[src/rtl/draw_pkg.sv]
// Shared widths, constants and state encoding for the draw-manager write path.
package draw_pkg;
    localparam int SOURCE_SEL_ADDRW  = 3;
    localparam int COLOR_DEPTH       = 8;
    localparam int DRAW_WIDTH        = 640;
    localparam int DRAW_HEIGHT       = 480;
    localparam int DRAW_WIDTH_ADDRW  = 10;
    localparam int DRAW_HEIGHT_ADDRW = 9;
    localparam int FB_ADDRW          = 19;

    // All-ones select value is reserved to mean "nobody owns the bus".
    localparam logic [SOURCE_SEL_ADDRW-1:0] SOURCE_NONE = '1;

    typedef enum logic [2:0] {
        ARB_IDLE,
        ARB_GRANT,
        ARB_STREAM,
        ARB_NEXT,
        ARB_DONE
    } arb_state_t;

    function automatic logic [FB_ADDRW-1:0] fb_linear_addr(
        input logic [DRAW_WIDTH_ADDRW-1:0]  x,
        input logic [DRAW_HEIGHT_ADDRW-1:0] y
    );
        return FB_ADDRW'(y) * FB_ADDRW'(DRAW_WIDTH) + FB_ADDRW'(x);
    endfunction
endpackage

[src/rtl/draw_pixel_sink.sv]
// Clips captured pixels, forms the linear framebuffer address and registers the write.
// Build option DRAW_ARB_STATS_EN adds written/dropped pixel counters.
module draw_pixel_sink
    import draw_pkg::*;
(
    input  logic                         clk,
    input  logic                         resetN,
    input  logic                         cap_i,
    input  logic [COLOR_DEPTH-1:0]       color_i,
    input  logic                         transparent_i,
    input  logic [DRAW_WIDTH_ADDRW-1:0]  x_i,
    input  logic [DRAW_HEIGHT_ADDRW-1:0] y_i,
`ifdef DRAW_ARB_STATS_EN
    input  logic                         stat_clr_i,
    output logic [FB_ADDRW-1:0]          stat_written_o,
    output logic [FB_ADDRW-1:0]          stat_dropped_o,
`endif
    output logic                         fb_we_o,
    output logic [FB_ADDRW-1:0]          fb_addr_o,
    output logic [COLOR_DEPTH-1:0]       fb_data_o,
    output logic                         pipe_empty_o
);
    localparam logic [DRAW_WIDTH_ADDRW:0]  X_LIM = (DRAW_WIDTH_ADDRW + 1)'(DRAW_WIDTH);
    localparam logic [DRAW_HEIGHT_ADDRW:0] Y_LIM = (DRAW_HEIGHT_ADDRW + 1)'(DRAW_HEIGHT);

    logic                   visible;
    logic                   wr_d;
    logic                   fb_we_q;
    logic [FB_ADDRW-1:0]    fb_addr_q;
    logic [COLOR_DEPTH-1:0] fb_data_q;

    assign visible = !transparent_i && ({1'b0, x_i} < X_LIM) && ({1'b0, y_i} < Y_LIM);
    assign wr_d    = cap_i && visible;

    always_ff @(posedge clk or negedge resetN) begin
        if (!resetN) begin
            fb_we_q   <= 1'b0;
            fb_addr_q <= '0;
            fb_data_q <= '0;
        end else begin
            fb_we_q <= wr_d;
            if (wr_d) begin
                fb_addr_q <= fb_linear_addr(x_i, y_i);
                fb_data_q <= color_i;
            end
        end
    end

    assign fb_we_o      = fb_we_q;
    assign fb_addr_o    = fb_addr_q;
    assign fb_data_o    = fb_data_q;
    // Single register stage, so the pipe is empty whenever no write is presented.
    assign pipe_empty_o = !fb_we_q;

`ifdef DRAW_ARB_STATS_EN
    logic [FB_ADDRW-1:0] stat_written_q;
    logic [FB_ADDRW-1:0] stat_dropped_q;

    // Captures only occur inside a round, so the counts hold on their own after frame_done.
    always_ff @(posedge clk or negedge resetN) begin
        if (!resetN) begin
            stat_written_q <= '0;
            stat_dropped_q <= '0;
        end else if (stat_clr_i) begin
            stat_written_q <= '0;
            stat_dropped_q <= '0;
        end else if (cap_i) begin
            if (visible) stat_written_q <= stat_written_q + FB_ADDRW'(1);
            else         stat_dropped_q <= stat_dropped_q + FB_ADDRW'(1);
        end
    end

    assign stat_written_o = stat_written_q;
    assign stat_dropped_o = stat_dropped_q;
`endif
endmodule

[src/rtl/draw_write_arbiter.sv]
// Write-bus arbiter: grants every draw source in turn each frame and forwards its pixels.
// Build option DRAW_ARB_STATS_EN exposes per-frame written/dropped pixel counts.
module draw_write_arbiter
    import draw_pkg::*;
#(
    parameter int SOURCES_COUNT = 4,
    parameter int GRANT_TIMEOUT = 64
) (
    input  logic                         clk,
    input  logic                         resetN,
    input  logic                         frame_start,
    output logic                         busy,
    output logic                         frame_done,
    output logic                         source_timeout,
    output logic                         frame_overrun,
    output logic [SOURCE_SEL_ADDRW-1:0]  write_source_sel,
    output logic                         write_awaited,
    input  logic                         write_active,
    input  logic [COLOR_DEPTH-1:0]       write_color_data,
    input  logic                         write_transparent,
    input  logic [DRAW_WIDTH_ADDRW-1:0]  write_x_addr,
    input  logic [DRAW_HEIGHT_ADDRW-1:0] write_y_addr,
    output logic                         fb_we,
    output logic [FB_ADDRW-1:0]          fb_addr,
    output logic [COLOR_DEPTH-1:0]       fb_data
`ifdef DRAW_ARB_STATS_EN
    ,
    output logic [FB_ADDRW-1:0]          stat_written,
    output logic [FB_ADDRW-1:0]          stat_dropped
`endif
);
    // state  | meaning
    // IDLE   | no round running; bus ignored
    // GRANT  | src_q selected, waiting for its first pixel
    // STREAM | src_q streaming; first idle cycle ends its turn
    // NEXT   | one-cycle gap, bus deselected
    // DONE   | waiting for the last write to drain, then frame_done

    localparam int CNT_W = (GRANT_TIMEOUT > 1) ? $clog2(GRANT_TIMEOUT) : 1;
    localparam logic [CNT_W-1:0]            CNT_LAST = CNT_W'(GRANT_TIMEOUT - 1);
    localparam logic [SOURCE_SEL_ADDRW-1:0] SRC_LAST = SOURCE_SEL_ADDRW'(SOURCES_COUNT - 1);

    arb_state_t                  state_q, state_d;
    logic [SOURCE_SEL_ADDRW-1:0] src_q, src_d;
    logic [CNT_W-1:0]            cnt_q, cnt_d;
    logic                        timeout_q, timeout_d;
    logic                        overrun_q, overrun_d;
    logic                        act;
    logic                        cap;
    logic                        accept;
    logic                        pipe_empty;

    // A floating or unknown bus line must read as inactive.
    always_comb begin
        act = 1'b0;
        if (write_active == 1'b1) act = 1'b1;
    end

    always_comb begin
        state_d   = state_q;
        src_d     = src_q;
        cnt_d     = cnt_q;
        timeout_d = 1'b0;
        cap       = 1'b0;
        accept    = 1'b0;
        case (state_q)
            ARB_IDLE: begin
                if (frame_start) begin
                    accept  = 1'b1;
                    state_d = ARB_GRANT;
                    src_d   = '0;
                    cnt_d   = '0;
                end
            end
            ARB_GRANT: begin
                if (act) begin
                    cap     = 1'b1;
                    state_d = ARB_STREAM;
                end else if (cnt_q == CNT_LAST) begin
                    timeout_d = 1'b1;
                    state_d   = ARB_NEXT;
                end else begin
                    cnt_d = cnt_q + CNT_W'(1);
                end
            end
            ARB_STREAM: begin
                if (act) cap = 1'b1;
                else     state_d = ARB_NEXT;
            end
            ARB_NEXT: begin
                if (src_q == SRC_LAST) begin
                    state_d = ARB_DONE;
                end else begin
                    src_d   = src_q + SOURCE_SEL_ADDRW'(1);
                    cnt_d   = '0;
                    state_d = ARB_GRANT;
                end
            end
            ARB_DONE: begin
                if (pipe_empty) state_d = ARB_IDLE;
            end
            default: state_d = ARB_IDLE;
        endcase
    end

    always_comb begin
        busy             = (state_q != ARB_IDLE);
        frame_done       = (state_q == ARB_DONE) && pipe_empty;
        write_awaited    = (state_q == ARB_GRANT);
        write_source_sel = SOURCE_NONE;
        if (state_q == ARB_GRANT || state_q == ARB_STREAM) write_source_sel = src_q;
    end

    // busy already covers the frame_done cycle, so a coincident frame_start is an overrun.
    assign overrun_d = overrun_q | (frame_start & busy);

    always_ff @(posedge clk or negedge resetN) begin
        if (!resetN) begin
            state_q   <= ARB_IDLE;
            src_q     <= '0;
            cnt_q     <= '0;
            timeout_q <= 1'b0;
            overrun_q <= 1'b0;
        end else begin
            state_q   <= state_d;
            src_q     <= src_d;
            cnt_q     <= cnt_d;
            timeout_q <= timeout_d;
            overrun_q <= overrun_d;
        end
    end

    assign source_timeout = timeout_q;
    assign frame_overrun  = overrun_q;

    draw_pixel_sink u_sink (
        .clk           (clk),
        .resetN        (resetN),
        .cap_i         (cap),
        .color_i       (write_color_data),
        .transparent_i (write_transparent),
        .x_i           (write_x_addr),
        .y_i           (write_y_addr),
`ifdef DRAW_ARB_STATS_EN
        .stat_clr_i    (accept),
        .stat_written_o(stat_written),
        .stat_dropped_o(stat_dropped),
`endif
        .fb_we_o       (fb_we),
        .fb_addr_o     (fb_addr),
        .fb_data_o     (fb_data),
        .pipe_empty_o  (pipe_empty)
    );
endmodule
[config.mk]
export PLATFORM = sky130hd
export DESIGN_NAME = draw_write_arbiter
export DESIGN_NICKNAME = d
export VERILOG_FILES = /design/src/rtl/draw_pkg.sv /design/src/rtl/draw_pixel_sink.sv /design/src/rtl/draw_write_arbiter.sv
export SDC_FILE = /design/constraint.sdc
export NUM_CORES = 1
export LEC_CHECK = 0
export ABC_AREA = 1
export BUFFER_PORTS_ARGS = -buffer_cell sky130_fd_sc_hd__buf_2
export CAP_MARGIN = 10
export CORE_MARGIN = 5
export CORE_UTILIZATION = 59
export CTS_BUF_LIST = sky130_fd_sc_hd__clkbuf_2 sky130_fd_sc_hd__clkbuf_4 sky130_fd_sc_hd__clkbuf_8
export CTS_CLUSTER_DIAMETER = 40
export DETAILED_ROUTE_END_ITERATION = 8
export PLACE_DENSITY = 0.91
export SLEW_MARGIN = 20
export SYNTH_ARGS = -nofsm -noshare
export SYNTH_HDL_FRONTEND = slang
export SYNTH_SLANG_ARGS = --single-unit
[constraint.sdc]
create_clock -name clk -period 2.5 [get_ports clk]
set_clock_uncertainty 0.1 [all_clocks]
set_input_delay 0.5 -clock clk [delete_from_list [all_inputs] [get_ports clk]]
set_output_delay 0.5 -clock clk [all_outputs]
set_load 0.02 [all_outputs]
### Yosys cells after proc, flatten, opt, wreduce, memory -nomap -nowiden

Index checks and enable logic that the tools add are counted.
W data, S select, Z words.

* register bits: 42
* bits of input ports: 32
* memories: 0
* latch bits: 0
* ROM bits: 0
* logic and storage cells: 66
* output and inout port bits: 36
* bits in writable memories: 0

* divide/modulo/power cells: 0
* eq/ne operators: 13
* multiplexer cells: 22
* bitwise gates (word level): 2
* add/sub/neg operators: 3
* reduce and logical (&&, ||, !) cells: 15
* shifts and indexed selects: 0
* multipliers: 1
* $lt $le $gt $ge: 2

Operators by type and width (count)
* $mux W3: 9
* $mux W6: 4
* $add A19 B10 Y19: 1
* $pmux W6 S3: 1
* $pmux W3 S5: 1
* $mul A9 B3 Y12 const B: 1
* $ne A2 B2 Y1 const B: 6
* $lt A10 B10 Y1 const B: 1
* $eq A3 B2 Y1 const B: 3
* $lt A9 B9 Y1 const B: 1
* $add A6 B1 Y6 const B: 1
* $eq A6 B6 Y1 const B: 1
* $mux W1: 6
* $pmux W3 S2: 1
* $reduce_bool A3 Y1: 2
* $reduce_and A5 Y1: 1
* $logic_and A1 B1 Y1: 4
* $reduce_and A4 Y1: 1
* $add A3 B1 Y3 const B: 1
* $eq A3 B1 Y1 const B: 1
* $eq A3 B3 Y1 const B: 1
* $logic_not A3 Y1: 1
* $ne A3 B1 Y1 const B: 1
* $reduce_and A3 Y1: 1
* other kinds (6): 7

### Depth between registers and ports, before layout

* word-level depth: 4
* depth in mapped cells: 15
* depth with buffers taken out: 15

### Hierarchy

Synthesis repeated with hierarchy kept, for this count alone.

* cells, all modules: 369
* area, all modules: 2691.3 um2

By module, submodules not included
* draw_pixel_sink: area each 1836.8 um2, times used 1, cells an instance 247, sequential area each 700.7 um2
* draw_write_arbiter: area each 854.6 um2, times used 1, cells an instance 122, sequential area each 350.3 um2

### Least setup slack after synthesis

No wires, ideal clock.

* kind: input to register
* from: input port write_y_addr[1]
* to: register u_sink.fb_addr_q[16], in the netlist u_sink.fb_addr_o[16]
* setup slack: 9 ps
* buffers on the path: 0
* stages on the path: 12
* required time: 2283 ps
* data arrival time: 2274 ps
* setup time: 117 ps
* cell sequence: ha_1 ha_1 fa_1 nand2_1 inv_1 nand3b_4 nor2_1 inv_1 nor2_1 nand2_1 nand3_1 nand2_1

* cells in the longest elaborated chain, start to end: 3
* elaborated cells on any way between the ends: 5
* those cells by class: add/sub: 1; mul: 1; order compare: 1; reduce/logical: 2

RTL lines
* from (decl): line draw_write_arbiter.sv:22 `input logic [DRAW_HEIGHT_ADDRW-1:0] write_y_addr,`
* branches (longest 3 deep; another with $add A19 B10 Y19)
* to (signal assigned): line draw_pixel_sink.sv:43 `fb_addr_q <= fb_linear_addr(x_i, y_i);`
* to (decl): line draw_pixel_sink.sv:29 `logic [FB_ADDRW-1:0] fb_addr_q;`

Several ways; the timed one is not identified.
A chain may end at the register's enable or synchronous reset.

### Worst setup path after layout

* from: input port write_y_addr[1]
* to: register u_sink.fb_addr_q[17], in the netlist u_sink.fb_addr_o[17]

The elaborated chain is that of the path after synthesis.

==> flow_summary.toml <==
[critical_path]
cp_max_fo = 3
rr_worst_depth = 9
required_ps = 2580
reg2reg_to = "u_sink.fb_addr_o[7]"
worstPathArrival_ps = 2490
start_kind = "input pin"
critPathCaptureType = "flip-flop"
rrSetupSlack_ps = 720
critPathKind = "in -> reg"
r2r_start = "state_q[2]"

[global_route]
grt_pass1_wl_mm = 10.0
overflow = 0
grt_pass1_vias = 2325
antenna_found_initial = 0
track_usage = 0.201
grt_max_degree = 27

[place]
dp_hpwl_mm = 4.76
io_buffer_count = 67
globalplace.congestion = 0.944
place_area_mm2 = 0.00307

[finish]
antennaDiodeCount = 0
nFillCells = 338
postLayoutCellArea_mm2 = 0.00318
utilization = 0.736
final_net_count = 470
area_delta_synth_final_pct = 21.5
drive_gt1_frac = 0.269

[clock_tree]
cts_root_buffer = "clkbuf_8"
clock_latency_ps = 290
cts-hold-fix-buffers = 0
path_clk_slew_ps = 80
tritoncts = "done"
numCtsBuffers = 5
clockBufferDepth = 2
cts.sinks = 42
htreeDepth = 2

[pwr]
vdd_ir_drop_max_v = 0.000707
power.switching_mw = 1.51
p_clk_frac = 0.136
power_frac_comb = 0.517
swShare = 0.469
finalPower_mw = 3.22
intPower_mw = 1.71
power_frac_seq = 0.347
p_leak_nw = 1.83
cellPowerDensity_mw_per_mm2 = 1010

[synth]
synthCells = 336
syn_nets = 390
async_flop_share = 1.00
synth_ff_type = "dfrtp_1"
syn_area_mm2 = 0.00262
avgSynthCellArea_um2 = 7.80
synth_edf_count = 0
synth-seq-cells = 42
yosys_warnings = 0
yosysUniqueCellTypes = 37
seq_area_frac_synth = 0.401

[sta]
hold_slack_ps = 84.6
worstMarginPinSlew_ps = 548
max_freq_mhz = 415
fin_crit_sh = 0.965
setup_viol = 0
fin_setup_tns_ps = 0
hold_viol = 0
period_minus_slack_ps = 2410
slew_violations = 0
max_slew_margin = 0.635

[detailed_routing]
drt_iter0_drc = 100
num_vias = 2449
drtPass1Iterations = 4
drt_drc_violations_left = 0
routedWlPerCell_um = 12.6
routed_wirelength_mm = 5.89
ant_nets = 0
viasPerCell = 5.22

[min_path]
hold_class = "in -> async"

[floorplanning]
die_w_um = 76.7
core_area_mm2 = 0.00432
die_y_um = 76.7
ios = 68
std_cell_rows = 24
die-area_mm2 = 0.00588
initial_utilization = 0.606

[status]
status = "complete, no violations"

[run]
max_cap_violations = 0
[flip-flops by register name, indices dropped and copies added (netlist names)]
| name | count |
|---|---|
| cnt_q | 6 |
| frame_overrun | 1 |
| source_timeout | 1 |
| src_q | 3 |
| state_q | 3 |
| u_sink.fb_addr_o | 19 |
| u_sink.fb_data_o | 8 |
| u_sink.fb_we_o | 1 |
[power groups by stage]
stage	clock [mW]	sequential, mW	combinational, mW
4_1_cts	0.447	1.12	1.67
3_5_place_dp	0	1.12	1.67
3_3_place_gp	0	1.12	1.60
2_1_floorplan	0	1.38	0.869
5_1_grt	0.476	1.15	1.85
6_report	0.440	1.12	1.67
[stage by stage]
step,setup slack (ps),instances
final,88.3,469
after global routing,-23.7,469
after detailed placement,-261,461
after floorplan,8.63,336
after global placement,-158,461
after CTS,62.0,469
[cells in the final DEF (no fill, tap or decap), drive strengths merged, types with 2 or more instances in the layout]
master / instances
clkinvlp: 2
ha: 20
nand4: 8
a21oi: 8
nor3: 2
fa: 2
nand2: 136
o31ai: 2
nand3: 21
buf: 78
dfrtp: 42
nand3b: 2
o21ai: 15
nor2: 16
clkbuf: 5
inv: 44
xor2: 4
[critical path, stage by stage]
cell and delay, ps:
buf_2 110, ha_1 290, ha_1 230, fa_1 530, nand2_2 110, nor3_4 210
nand2_1 120, nor2_2 150, nand3_1 90, nand3_1 100, nand2_1 60
[kinds of logic (layout without fill, tap and decap cells)]
| kind of cell | Yosys count | after routing | synth area share |
|---|---|---|---|
| AOI/OAI and AO/OA | 30 | 30 | 0.0649 |
| adders and majority gates | 22 | 22 | 0.111 |
| muxes | 1 | 1 | 0.00382 |
| DFF | 42 | 42 | 0.401 |
| xor gates and xnor gates | 5 | 5 | 0.0167 |
| and+or+nand+nor | 187 | 187 | 0.324 |
| buffers and inverters | 49 | 130 | 0.0788 |
[repair_timing]
action,CTS,global route
endpoints found under the setup margin,0,3
setup buffers,0,0
gates resized for setup,0,9
[how the worst max path moves through the flow]
stage	from	endpoint
floorplan	write_y_addr[1]	u_sink.fb_addr_o[16]
global placement	write_y_addr[1]	u_sink.fb_addr_o[16]
detailed placement	write_y_addr[1]	u_sink.fb_addr_o[16]
CTS	write_y_addr[1]	u_sink.fb_addr_o[16]
global route	write_y_addr[3]	u_sink.fb_addr_o[17]
finish	write_y_addr[1]	u_sink.fb_addr_o[17]
[cell type report]
class / instances / area (um2) / share of cell area
multi-input combinational: 245 / 1390 / 0.436
inverter: 44 / 170 / 0.0534
sequential: 42 / 1050 / 0.330
clock buffer: 5 / 68.8 / 0.0216
timing repair buffer: 78 / 418 / 0.131
tap: 52 / 65.1 / 0.0204
clock inverter: 3 / 23.8 / 0.00747
[Yosys cell counts, types with 4 or more instances]
cell | instances | area [um2]
nand3_1 | 19 | 95.1
dfrtp_1 | 42 | 1050
inv_2 | 5 | 18.8
a21oi_1 | 8 | 40.0
o21ai_1 | 6 | 30.0
nor2_1 | 13 | 48.8
o21ai_0 | 8 | 40.0
inv_1 | 38 | 143
nand2_1 | 134 | 503
ha_1 | 20 | 250
nand4_1 | 8 | 50.1
xor2_1 | 4 | 35.0
[layer usage]
metal | vias to the layer above | GRT usage | wire length, um
li1 | 1232 | - | -
met1 | 1149 | 0.251 | 2540
met2 | 63 | 0.355 | 2960
met3 | 5 | 0.0492 | 345
met4 | 0 | 0.0385 | 46
met5 | - | 0 | 0
No activity file was read; power rests on OpenSTA's default activity.
